`src/rtl/instruction_fetch_unit.sv`:
```
// rtl/instruction_fetch_unit.sv - fetch PC, in-order instruction memory requests and prefetch FIFO
// Redirects flush the FIFO and drop responses that were already in flight.
module instruction_fetch_unit #(
  parameter int                    INSTRUCTION_WIDTH = 32,
  parameter int                    DATA_WIDTH        = 32,
  parameter logic [DATA_WIDTH-1:0] RESET_VECTOR      = 32'h0000_0000,
  parameter int                    BUFFER_DEPTH      = 2
) (
  input  logic                         clk,
  input  logic                         reset,
  output logic                         memReqValid,
  input  logic                         memReqReady,
  output logic [DATA_WIDTH-1:0]        memReqAddr,
  input  logic                         memRespValid,
  input  logic [INSTRUCTION_WIDTH-1:0] memRespData,
  output logic                         instrValid,
  input  logic                         decodeReady,
  output logic [INSTRUCTION_WIDTH-1:0] instructionOut,
  output logic [DATA_WIDTH-1:0]        instrPc,
  input  logic                         redirectValid,
  input  logic [DATA_WIDTH-1:0]        redirectTarget,
  output logic                         fetchError
);
  localparam int CW = $clog2(BUFFER_DEPTH) + 1;
  localparam int PW = $clog2(BUFFER_DEPTH);
  localparam logic [CW:0] DEPTH_LIMIT = (CW+1)'(BUFFER_DEPTH);

  typedef enum logic {RUN = 1'b0, HALT = 1'b1} state_t;

  state_t                       state;
  state_t                       state_next;
  logic [DATA_WIDTH-1:0]        fetch_pc;
  logic [DATA_WIDTH-1:0]        resp_pc;
  logic [CW-1:0]                outstanding;
  logic [CW-1:0]                drop_count;
  logic [CW-1:0]                fifo_count;
  logic [PW-1:0]                rd_ptr;
  logic [PW-1:0]                wr_ptr;
  logic [INSTRUCTION_WIDTH-1:0] fifo_instr [BUFFER_DEPTH];
  logic [DATA_WIDTH-1:0]        fifo_pc    [BUFFER_DEPTH];
  logic                         fetch_error;
  logic                         redirect;
  logic                         misaligned;
  logic                         req_fire;
  logic                         resp_fire;
  logic                         push;
  logic                         pop;
  logic [CW:0]                  in_use;

  assign redirect   = (state == RUN) && redirectValid;
  assign misaligned = (redirectTarget[1:0] != 2'b00);
  assign in_use     = {1'b0, outstanding} + {1'b0, fifo_count};
  assign req_fire   = memReqValid && memReqReady;
  // A response with nothing outstanding is stale (e.g. issued before reset).
  assign resp_fire  = memRespValid && (outstanding != '0);
  assign push       = resp_fire && (drop_count == '0) && !redirect && (state == RUN);
  assign pop        = instrValid && decodeReady && !redirect;

  always_ff @(posedge clk) begin
    if (!reset) begin
      state <= RUN;
    end else begin
      state <= state_next;
    end
  end

  always_comb begin
    state_next = state;
    if (redirect && misaligned) begin
      state_next = HALT;
    end
  end

  always_comb begin
    memReqValid    = 1'b0;
    memReqAddr     = RESET_VECTOR;
    instrValid     = 1'b0;
    instructionOut = '0;
    instrPc        = '0;
    fetchError     = 1'b0;
    if (reset) begin
      // Outstanding plus buffered never exceeds the FIFO, so responses always fit.
      memReqValid    = (state == RUN) && !redirectValid && (in_use < DEPTH_LIMIT);
      memReqAddr     = fetch_pc;
      instrValid     = (state == RUN) && (fifo_count != '0);
      instructionOut = fifo_instr[rd_ptr];
      instrPc        = fifo_pc[rd_ptr];
      fetchError     = fetch_error;
    end
  end

  always_ff @(posedge clk) begin
    if (!reset) begin
      fetch_pc    <= RESET_VECTOR;
      resp_pc     <= RESET_VECTOR;
      outstanding <= '0;
      drop_count  <= '0;
      fifo_count  <= '0;
      rd_ptr      <= '0;
      wr_ptr      <= '0;
      fetch_error <= 1'b0;
    end else if (redirect) begin
      // Everything still in flight after this edge belongs to the old path.
      fetch_pc    <= redirectTarget;
      resp_pc     <= redirectTarget;
      outstanding <= outstanding - CW'(resp_fire);
      drop_count  <= outstanding - CW'(resp_fire);
      fifo_count  <= '0;
      rd_ptr      <= '0;
      wr_ptr      <= '0;
      if (misaligned) begin
        fetch_error <= 1'b1;
      end
    end else begin
      if (req_fire) begin
        fetch_pc <= fetch_pc + DATA_WIDTH'(4);
      end
      outstanding <= outstanding + CW'(req_fire) - CW'(resp_fire);
      if (resp_fire && (drop_count != '0)) begin
        drop_count <= drop_count - CW'(1);
      end
      if (push) begin
        resp_pc <= resp_pc + DATA_WIDTH'(4);
        wr_ptr  <= wr_ptr + PW'(1);
      end
      if (pop) begin
        rd_ptr <= rd_ptr + PW'(1);
      end
      fifo_count <= fifo_count + CW'(push) - CW'(pop);
    end
  end

  always_ff @(posedge clk) begin
    if (push) begin
      fifo_instr[wr_ptr] <= memRespData;
      fifo_pc[wr_ptr]    <= resp_pc;
    end
  end
endmodule

```
`config.mk`:
```
export PLATFORM = sky130hd
export DESIGN_NAME = instruction_fetch_unit
export DESIGN_NICKNAME = d
export VERILOG_FILES = /design/src/rtl/instruction_fetch_unit.sv
export SDC_FILE = /design/constraint.sdc
export NUM_CORES = 1
export LEC_CHECK = 0
export CAP_MARGIN = 5
export CORE_UTILIZATION = 50
export DETAILED_ROUTE_END_ITERATION = 6
export HOLD_SLACK_MARGIN = 0.06
export PLACE_DENSITY = 0.77
export SLEW_MARGIN = 0
export SYNTH_ARGS = -nofsm -noshare
export SYNTH_HDL_FRONTEND = slang
export SYNTH_SLANG_ARGS = --single-unit
```
`constraint.sdc`:
```
create_clock -name clk -period 13.9 [get_ports clk]
set_input_delay 3.475 -clock clk [delete_from_list [all_inputs] [get_ports clk]]
set_output_delay 3.475 -clock clk [all_outputs]
set_load 0.01 [all_outputs]
```
# After elaboration in Yosys (flattened, before gate mapping)
# Memories as Yosys holds them, arrays and structs flattened. A register that Yosys moved wholly into a read port is not among the register bits.
# Cells that the tools add are included.
# word_totals
output_inout_bits,99
ff_bits,74
in_bits,70
romBits,0
mem_bits_rw,128
memories,2
elab_cells,69
latch_bits,0
# memory_table
name,depth,word_bits,read_ports,rd_clocked_by_memory_dff,write_ports,line_no,text
fifo_instr,2,32,1,1,1,39,logic [INSTRUCTION_WIDTH-1:0] fifo_instr [BUFFER_DEPTH];
fifo_pc,2,32,1,1,1,40,logic [DATA_WIDTH-1:0] fifo_pc [BUFFER_DEPTH];
# classes
n_eq_ne,0
n_shift,0
reduce_logical,25
bitwise_logic,2
order_cmp,1
div,0
n_mux,19
add_sub_neg,11
n_mul,0
# op_table
cell,count
$mux W32,7
$add A32 B3 Y32 const B,2
$reduce_bool A2 Y1,7
$logic_and A1 B1 Y1,13
$mux W1,9
$mux W2,3
$sub A2 B1 Y2,3
$add A2 B1 Y2,2
$add A2 B2 Y3,1
$lt A3 B2 Y1 const B,1
$add A1 B1 Y1 const B,2
$logic_not A1 Y1,2
$logic_not A2 Y1,1
$not A1 Y1,2
$reduce_and A2 Y1,1
$reduce_or A2 Y1,1
$sub A2 B1 Y2 const B,1

# Depth between registers and ports, before layout
# logic_depth
ltp_word,8
mapped_depth,12
depth_no_buf,12

# Worst setup path before layout
# Ideal clock, no wire load.
# synth_path
path_type,input -> output
from,in reset
to,out instructionOut[27]
required_ns,10.425
path_buffers,3
arrival_ns,4.397
stages,5
slack_ns,6.028
cell_sequence,buf_2 > clkinv_1 > clkbuf_1 > buf_1 > nor2_1
# synth_via
elab_chain_len,1
# synth_lines
item,line_no,text
"start, declared",10,"input logic reset,"
$mux W32,81,if (reset) begin
"end, declared",18,"output logic [INSTRUCTION_WIDTH-1:0] instructionOut,"
# Every way passes these cells.

# Final worst setup path
# layout_path
from,in reset
to,out instrPc[10]
# layout_via
elab_chain_len,1
# layout_lines
item,line_no,text
$mux W32,81,
"end, declared",19,"output logic [DATA_WIDTH-1:0] instrPc,"
# Every way passes these cells.

==> impl_metrics.toml <==
[clock_network]
numCtsBuffers = 17
root_buffer = "clkbuf_16"
clkSinkCount = 200
cts_resized = 0
htree_levels = 4
clock_latency_ns = 0.42
ctsHoldBuffers = 0
post-cts-setup-buffers = 0
cts_buffer_depth = 2
clk_pin_slew_worst_paths_ns = 0.06
cts_tree = "yes"

[worst_setup_path]
cp_max_fo = 64
slowest_stage = "clkdlybuf4s50_1"
path_class = "in -> out"
rrSetupSlack_ns = 10.83
r2r_end = "outstanding[1]$_SDFF_PN0_"
crit_family = "buffers and inverters"
slowest_delay_ns = 0.56
crit_buf_inv = 5
worstReg2RegStart = "outstanding[0]$_SDFF_PN0_"
worstPathRequired_ns = 10.43
reg2reg_depth = 12
cp.arrival_ns = 5.91
cp_cell_sequence = "clkdlybuf4s50_1 -> buf_4 -> inv_2 -> buf_4 -> nor2_1 -> clkdlybuf4s50_1"
end_kind = "output port"
startpoint_type = "input pin"

[synth]
netlist_area_sq_mm = 0.00869
synth_area_leaders = "edfxtp_1, dfxtp_1, mux2i_1"
synth_area_leader_cell = "edfxtp_1"
synthesis.nets = 830
yosysUniqueCellTypes = 49
synth_cells = 751
ys_seq_elements = 200
yosysWarnings = 0
ys.flop_type = "edfxtp_1"
async_flop_share = 0
syn_avg_cell_area_sq_um = 11.6
synth_seq_area_share = 0.608
synth_edf_count = 128
yosysTopAreaCellShare = 0.442

[sta]
report.final.slew_viol_count = 0
whs_ns = 0.500
tns_ns = 0
max_freq_mhz = 107
final.min_clock_period_ns = 9.38
finalCritPeriodShare = 0.675
worst_pin_slew_ns = 1.12
setup_viol_count_final = 0
finalClockSkew_ns = 0.00911
final_hold_viol_count = 0
grt_setup_unrepaired = "false"
relSlewSlack = 0.255

[hold_path]
whs_endpoint = "resp_pc[0]$_SDFFE_PN0P_"
whs_path_depth = 2
hp-class = "reg -> reg"
worstHoldStart = "resp_pc[0]$_SDFFE_PN0P_"

[route]
routed.top_layer = "met4"
wl_met2_um = 8640
vias = 6222
viasPerCell = 5.46
wl_met3_um = 1240
first_pass_iters = 5
m1WireLength_um = 8780
drt_wl_total_um = 18900
drtIter0Drc = 464
drc = 0
wl_per_cell_um = 16.5
ant_nets = 0

[global_route]
grt_overflow = 0
grt_pass1_wl_um = 29700
antenna_found_initial = 0
track_usage = 0.214
grt_max_degree = 78
grt_pass1_vias = 5891

[pwr]
intPower_mw = 1.04
p_leak_nw = 3.71
swShare = 0.239
power_density_mw_per_mm2 = 122
irDropWorstVdd_uv = 107
p_sw_uw = 326
p_total_mw = 1.36
power_frac_seq = 0.518
clockPowerShare = 0.346
power_frac_comb = 0.136

[outcome]
status = "finished clean"

[placement]
port-buffer-count = 168
gp_congestion = 0.812
hpwlAfterDp_um = 12600

[floorplanning]
io_pins = 169
die_w_um = 134
start_util = 0.518
die-height_um = 134
die_area_sq_mm = 0.0179
num_rows = 47
design.core.area_sq_mm = 0.0168

[final_layout]
insertedDiodeCount = 0
layout_common_cells = "clkdlybuf4s50_1, edfxtp_1, nor2_1"
final_common_cell = "clkdlybuf4s50_1"
layout-drive-gt1-share = 0.0500
area_growth_pct = 28.1
layout.nets = 986

[flow_run]
cap_violations = 0
## flip-flops by register name (all words and copies together), names as in the netlist, named ones only
| register | cells |
|---|---|
| drop_count | 2 |
| rd_ptr | 1 |
| resp_pc | 31 |
| state | 1 |
| fifo_pc | 64 |
| fifo_instr | 64 |
| outstanding | 2 |
| fifo_count | 2 |
| wr_ptr | 1 |
| fetch_pc | 31 |
## how the worst max path moves through the flow
stage                     cells past startpoint  startpoint  slack [ns]                 end
final                                         6       reset        4.52         instrPc[10]
after CTS                                     6       reset        4.52         instrPc[10]
after floorplan                               5       reset        6.03  instructionOut[27]
after global placement                        6       reset        4.57         instrPc[10]
after global routing                          6       reset        4.36          instrPc[6]
after detailed placement                      6       reset        4.52         instrPc[10]
## per-layer routing
| metal | vias up | track usage |
|---|---|---|
| met2 | 259 | 0.334 |
| li1 | 3033 | - |
| met4 | 0 | 0.0808 |
| met1 | 2910 | 0.298 |
| met5 | - | 0 |
| met3 | 20 | 0.0401 |
## area by class of cell
cell class	instances	area (sq um)
clock buffers	23	499
multi-input cells	498	3210
clock inverters	9	71.3
flip-flops and latches	200	5290
repair buffers	175	1730
fillers	1318	5630
inverters	15	56.3
well taps	220	275
## synthesized netlist by cell type (4+ instances only)
cell type	n
and4_1	6
xnor2_1	27
and3_1	11
xor2_1	26
a311oi_1	5
ha_1	8
nand3_1	19
mux2i_1	65
buf_1	4
buf_2	5
inv_1	13
a211oi_1	5
nand4_1	19
o21ai_0	32
clkbuf_1	29
nor4_1	7
nand2_1	28
edfxtp_1	128
nor2_1	103
dfxtp_1	72
a21oi_1	56
and2_1	32
nor3_1	17
## tightest hold or removal path: cells and delay by family (launching register included)
family | cells | cell delay, ns
flip-flops | 1 | 0.34
AND/OR/NAND/NOR | 1 | 0.06
AO/OA/AOI/OAI | 1 | 0.05
## power groups by stage
stage / combinational [mW] / clock [mW] / sequential (mW)
floorplan: 0.106 / 0 / 0.711
global placement: 0.182 / 0 / 0.716
detailed placement: 0.185 / 0 / 0.718
CTS: 0.186 / 0.478 / 0.705
global route: 0.204 / 0.498 / 0.711
finish: 0.185 / 0.471 / 0.706
## cell families (layout without fill, tap and decap cells)
logic type,after synthesis,after routing,synth area share
AO/OA/AOI/OAI,113,113,0.0747
XOR/XNOR,53,53,0.0534
adder cells (fa/ha/maj),9,9,0.0138
buffers and inverters,53,222,0.0236
flip-flops,200,200,0.608
multiplexers,65,65,0.0749
AND/OR/NAND/NOR,258,258,0.151
## through the flow
step                std cells  instance area, sq um  worst slack (ns)   util
floorplan                 751                  8690              6.03      -
global placement         1108                 10600              4.57  0.630
detailed placement       1108                 10600              4.52  0.630
CTS                      1140                 11100              4.52  0.664
global route             1140                 11100              4.36  0.664
finish                   1140                 11100              4.52  0.664
No activity file was read; power rests on OpenSTA's default activity.
